File: src/rtl/register_file_16bit_32size.sv
// -----------------------------------------------------------------------------
// register_file_16bit_32size
//
// General-purpose register storage for the 16-bit datapath: 32 registers of
// 16 bits, one synchronous write port and two combinational read ports. The
// read ports feed ALU operands; ALU results come back through the write port.
// A flattened copy of the whole file is exported for debug and monitoring.
//
// Ports
//   clk             system clock, writes commit on its rising edge
//   rst             asynchronous active-high reset, clears every register
//   mode            1 = write on this edge, 0 (or unknown) = no write
//   WriteAddress    destination register index
//   WriteValue      data to store
//   ReadAddress1    read port 1 index
//   ReadAddress2    read port 2 index
//   ReadValue1      contents of register ReadAddress1 (combinational)
//   ReadValue2      contents of register ReadAddress2 (combinational)
//   outRegisterFile all registers, register i at bits [16*i+15 : 16*i]
//
// Register 0 is an ordinary register; nothing is hardwired to zero.
// There is no write-to-read bypass: a read of the register being written
// returns the old value until the clock edge commits the write.
// -----------------------------------------------------------------------------
module register_file_16bit_32size #(
    parameter int DATA_WIDTH = 16,
    parameter int DEPTH      = 32,
    parameter int ADDR_WIDTH = 5
) (
    input  logic                          clk,
    input  logic                          rst,
    input  logic                          mode,
    input  logic [ADDR_WIDTH-1:0]         WriteAddress,
    input  logic [DATA_WIDTH-1:0]         WriteValue,
    input  logic [ADDR_WIDTH-1:0]         ReadAddress1,
    input  logic [ADDR_WIDTH-1:0]         ReadAddress2,
    output logic [DATA_WIDTH-1:0]         ReadValue1,
    output logic [DATA_WIDTH-1:0]         ReadValue2,
    output logic [DATA_WIDTH*DEPTH-1:0]   outRegisterFile
);

    // Storage array; index range matches the full address space.
    logic [DATA_WIDTH-1:0] registers [DEPTH];

    // Write port. Reset has priority over any write on the same edge, so an
    // edge with rst=1 and mode=1 leaves everything at zero. The explicit
    // compare against 1'b1 means an unknown mode never commits a write.
    always_ff @(posedge clk or posedge rst) begin
        if (rst) begin
            for (int i = 0; i < DEPTH; i++) begin
                registers[i] <= '0;
            end
        end else if (mode == 1'b1) begin
            registers[WriteAddress] <= WriteValue;
        end
    end

    // Read ports: pure combinational lookup of current storage.
    assign ReadValue1 = registers[ReadAddress1];
    assign ReadValue2 = registers[ReadAddress2];

    // Debug flattening, register i occupies slice [DATA_WIDTH*i +: DATA_WIDTH].
    always_comb begin
        outRegisterFile = '0;
        for (int i = 0; i < DEPTH; i++) begin
            outRegisterFile[DATA_WIDTH*i +: DATA_WIDTH] = registers[i];
        end
    end

endmodule

File: config.mk
export PLATFORM = sky130hd
export DESIGN_NAME = register_file_16bit_32size
export DESIGN_NICKNAME = d
export VERILOG_FILES = /design/src/rtl/register_file_16bit_32size.sv
export SDC_FILE = /design/constraint.sdc
export NUM_CORES = 1
export LEC_CHECK = 0
export ABC_AREA = 1
export BUFFER_PORTS_ARGS = -buffer_cell sky130_fd_sc_hd__buf_4
export CORE_ASPECT_RATIO = 1.4
export CORE_MARGIN = 8
export CORE_UTILIZATION = 35
export CTS_BUF_LIST = sky130_fd_sc_hd__clkbuf_8
export DETAILED_ROUTE_END_ITERATION = 7
export HOLD_SLACK_MARGIN = 0.03
export PLACE_DENSITY = 0.52
export SYNTH_ARGS = -nofsm -noshare
export SYNTH_HDL_FRONTEND = slang
export SYNTH_SLANG_ARGS = --single-unit
File: constraint.sdc
create_clock -name clk -period 22.4 [get_ports clk]
set_input_delay 4.48 -clock clk [delete_from_list [all_inputs] [get_ports clk]]
set_output_delay 4.48 -clock clk [all_outputs]
set_load 0.05 [all_outputs]
# Yosys cells after proc, flatten, opt, wreduce, memory -nomap -nowiden
# Cells that the tools add are included.
[totals]
regBits = 512
out_inout_bits = 544
wordCells = 49
[op_classes]
order_cmp = 4
n_mux = 9
n_bitwise = 3
n_reduce_logical = 1
[op_table]
columns = ["operator", "count"]
rows = [
  ["$bwmux 512", 1],
  ["$bmux 16 s5", 2],
  ["$demux 16 s5", 1],
  ["$mux 16", 5],
  ["$ge 6x6->1 const B", 3],
  ["$not 5->6", 3],
  ["$lt 6x1->1 const B", 1],
  ["$logic_and 1x1->1", 1],
]

# Logic depth before layout (Yosys ltp)
[depth]
word_depth = 6
ltp_mapped = 12
depth_no_buf = 9

# Least setup slack after synthesis
# No wires, ideal clock.
[synth_path]
path_type = "input to output"
startpoint = "input port ReadAddress2[0]"
endpoint = "output port ReadValue2[0]"
arrival_time_ns = 5.871
required_ns = 17.920
slack_ns = 12.049
cell_stages = 12
path_cell_list = "buf_2 -> inv_1 -> buf_2 -> clkbuf_1 -> nand2_1 -> nand3_1 -> nand3_1 -> nand2_1 -> nand2_1 -> nand2_1 -> nand2_1 -> nand2_1"
[synth_between]
elab_chain_len = 4
[synth_lines]
columns = ["item", "line", "text"]
rows = [
  ["start: declaration", "36", "input logic [ADDR_WIDTH-1:0] ReadAddress2,"],
  ["$not 5->6 (implied by the code)", "60", "assign ReadValue2 = registers[ReadAddress2];"],
  ["$bmux 16 s5", "60", ""],
  ["$mux 16 (implied by the code) (2 in a row)", "60", ""],
  ["end: declaration", "38", "output logic [DATA_WIDTH-1:0] ReadValue2,"],
]
# No other way between the ends. The select of a mux whose other input is x is not followed.

# Worst setup path after layout
[layout_path]
startpoint = "input port ReadAddress2[0]"
endpoint = "output port ReadValue2[5]"
# Same word-level chain as after synthesis.

==> key figures <==
Layout
  • Nets: 4573
  • Final Cell Area: 34900 um2
  • Area growth syn-to-layout: 23.1%
  • Number of flip-flops under the largest register name: 512
  • Layout cells sized above 1: 17.0%
  • Fillcell total: 8500

Critical path
  • Worst Path Arrival: 7.68 ns
  • Worst Setup Start Kind: input pin
  • CP Buf/Inv Count: 4
  • Most used cell, CP: nand2_1
  • Setup crit end kind: output pin
  • Worst-path fanout max: 106
  • CP Cell Sequence: clkbuf_8 -> inv_8 -> buf_4 -> nand2_1 -> nand3_1 -> nand3_1 -> nand2_1 -> nand2_1 -> nand2_1 -> nand2_1 -> nand2_1 -> buf_4
  • Crit Path Class: input pin to output pin
  • CP peak stage delay: 0.77 ns
  • WP data required: 17.92 ns
  • Critical path's slowest cell: buf_4
  • Delay-heaviest family, CP: buffers and inverters

Yosys
  • Synthesized area: 28400 um2
  • Mapped Avg Cell Area: 6.78 um2
  • Seq/Total Area, Yosys: 45.2%
  • Yosys cell types: 16
  • Register bit total from synthesis: 512
  • Ys Warns: 0
  • Synth Net Count: 4216
  • Syn Inst Count: 4182

STA
  • Hold slack: 0.543 ns
  • Final Hold Fails: 0
  • Slew margin rel.: 15.3%
  • FMAX: 82.2 MHz
  • Setup TNS: 0 ns
  • Slew Limit Fails: 0
  • RSZ-0062 raised after global routing: no
  • Worst-Margin Slew: 1.27 ns
  • Clock skew: 0 ns
  • Final WS setup: 10.24 ns
  • Final period utilization: 54.3%
  • Tmin final: 12.16 ns
  • # setup viols final: 0

Placed design
  • Pre-CTS setup slack: 10.36 ns
  • Dpl cell area: 33000 um2
  • Port bufs: 577
  • Gp weighted congestion: 1.00
  • HPWL Detailed: 114 mm

Min path
  • Hold Crit Class: flip-flop to flip-flop

Drt
  • Uppermost routed layer: met4
  • DRC: 0
  • Total Wirelength: 164 mm
  • Met2 WL: 74.5 mm
  • Met1 Wirelength: 61.7 mm
  • Initial DRC count: 3599
  • Remaining antenna violation count: 0
  • Avg WL per Cell: 28.9 um
  • Detailed Routing Iterations Pass 1: 6
  • WL met3: 14.1 mm
  • Via count: 31700
  • Routed vias/inst: 5.60

Floorplan
  • CORE AREA: 80300 um2
  • I/O pin total: 578
  • DIE HEIGHT: 353 um
  • DIE AREA: 90500 um2
  • Die Wd: 257 um
  • Cell row count: 123
  • Initial Utilization: 35.3%

Pwr
  • Pwr/cell area: 112 nW/um2
  • IR drop worst, VDD: 0.0589 mV
  • Overall power: 3.91 mW
  • Pleak: 17.4 nW

Clock network
  • Clock Path Buffers: 3
  • CTS resizes: 0
  • Num CTS Buffers: 89
  • Num Clock Sinks: 512
  • CTS HTree Levels: 3
  • Clk root buf: clkbuf_8
  • Post-CTS Setup Repair Bufs: 0
  • CTS clk-pin slew, worst paths: 0.06 ns
  • CTS tree: yes
  • Hold_buf cts: 0
  • Clk Latency, worst-skew pair: 0.73 ns

Global routing
  • Largest net degree at the start of global routing: 157
  • Global Route Usage Sum: 34.8%
  • Vias in the first global route: 30300
  • Global-route wire length before repair: 232 mm
  • Total gr overflow: 0
  • Initial antenna violation count: 3

Run
  • Max cap viols: 0

Status
  • Status: finished clean
worst register-to-register path, cell delays in order, from the launching register on:
cell     delay [ns]
dfrtp_1        0.53
nand2_1        0.13
o21ai_0        0.11
path summary, 6_finish.rpt:
path	endpoint	slack, ns	from	cells after the start
setup / recovery	ReadValue2[5]	10.24	ReadAddress2[0]	12
hold / removal	outRegisterFile[221]	0.54	outRegisterFile[221]	2
setup reg to reg	outRegisterFile[161]	21.47	outRegisterFile[161]	2
hold reg to reg	outRegisterFile[221]	0.54	outRegisterFile[221]	2
max in group asynchronous	outRegisterFile[389]	16.90	rst	3
min in group asynchronous	outRegisterFile[368]	3.93	rst	2
layout make-up:
| type | count | area (um2) | share of cell area, % |
|---|---|---|---|
| clock buffers | 117 | 1610 | 4.61 |
| diodes | 3 | 7.51 | 0.0215 |
| flip-flops and latches | 512 | 12800 | 36.7 |
| multi-input cells | 3277 | 14000 | 40.1 |
| inverters | 33 | 154 | 0.441 |
| clock inverters | 40 | 282 | 0.806 |
| well taps | 1062 | 1330 | 3.81 |
| repair buffers | 626 | 4720 | 13.5 |
cells by family (layout without fill, tap and decap cells):
| kind of cell | after synthesis | after routing | synth area share, % |
|---|---|---|---|
| compound gates | 512 | 512 | 9.03 |
| other cells | 0 | 3 | 0 |
| simple gates | 2765 | 2765 | 40.3 |
| buf+inv | 393 | 816 | 5.48 |
| flops | 512 | 512 | 45.2 |
synthesized netlist by cell type, drive strengths merged:
| master | n | area (um2) |
|---|---|---|
| nor4 | 2 | 42.5 |
| nand2 | 1951 | 7320 |
| inv | 33 | 124 |
| a21oi | 32 | 160 |
| buf | 95 | 435 |
| clkbuf | 265 | 995 |
| nand3 | 768 | 3840 |
| nor3 | 10 | 95.1 |
| nor2 | 34 | 130 |
| dfrtp | 512 | 12800 |
| o21ai | 480 | 2400 |
layer usage:
metal / up-vias / GRT usage [%]
li1: 14300 / -
met1: 15200 / 42.1
met2: 1798 / 55.0
met3: 406 / 7.37
met4: 0 / 24.1
met5: - / 0
metrics by stage:
step                cells  util (%)
detailed placement   5510      41.1
global placement     5510      41.1
finish               5670      43.5
floorplan            4182         -
global route         5668      43.5
CTS                  5667      43.5
placed cells by master (no fill, tap or decap), drive strengths merged:
cell	count
nand2	1951
nand3	768
a21oi	32
nor3	10
dfrtp	512
inv	50
clkinv	19
bufinv	4
nor2	34
clkbuf	119
diode	3
nor4	2
o21ai	480
buf	624
where the power goes:
part	switching (mW)	internal [mW]	total (mW)	leakage (nW)
clock	0.422	0.511	0.933	1.07
combinational	1.16	0.411	1.57	9.73
sequential	0.305	1.10	1.40	6.61
No activity file was read; power rests on OpenSTA's default activity.
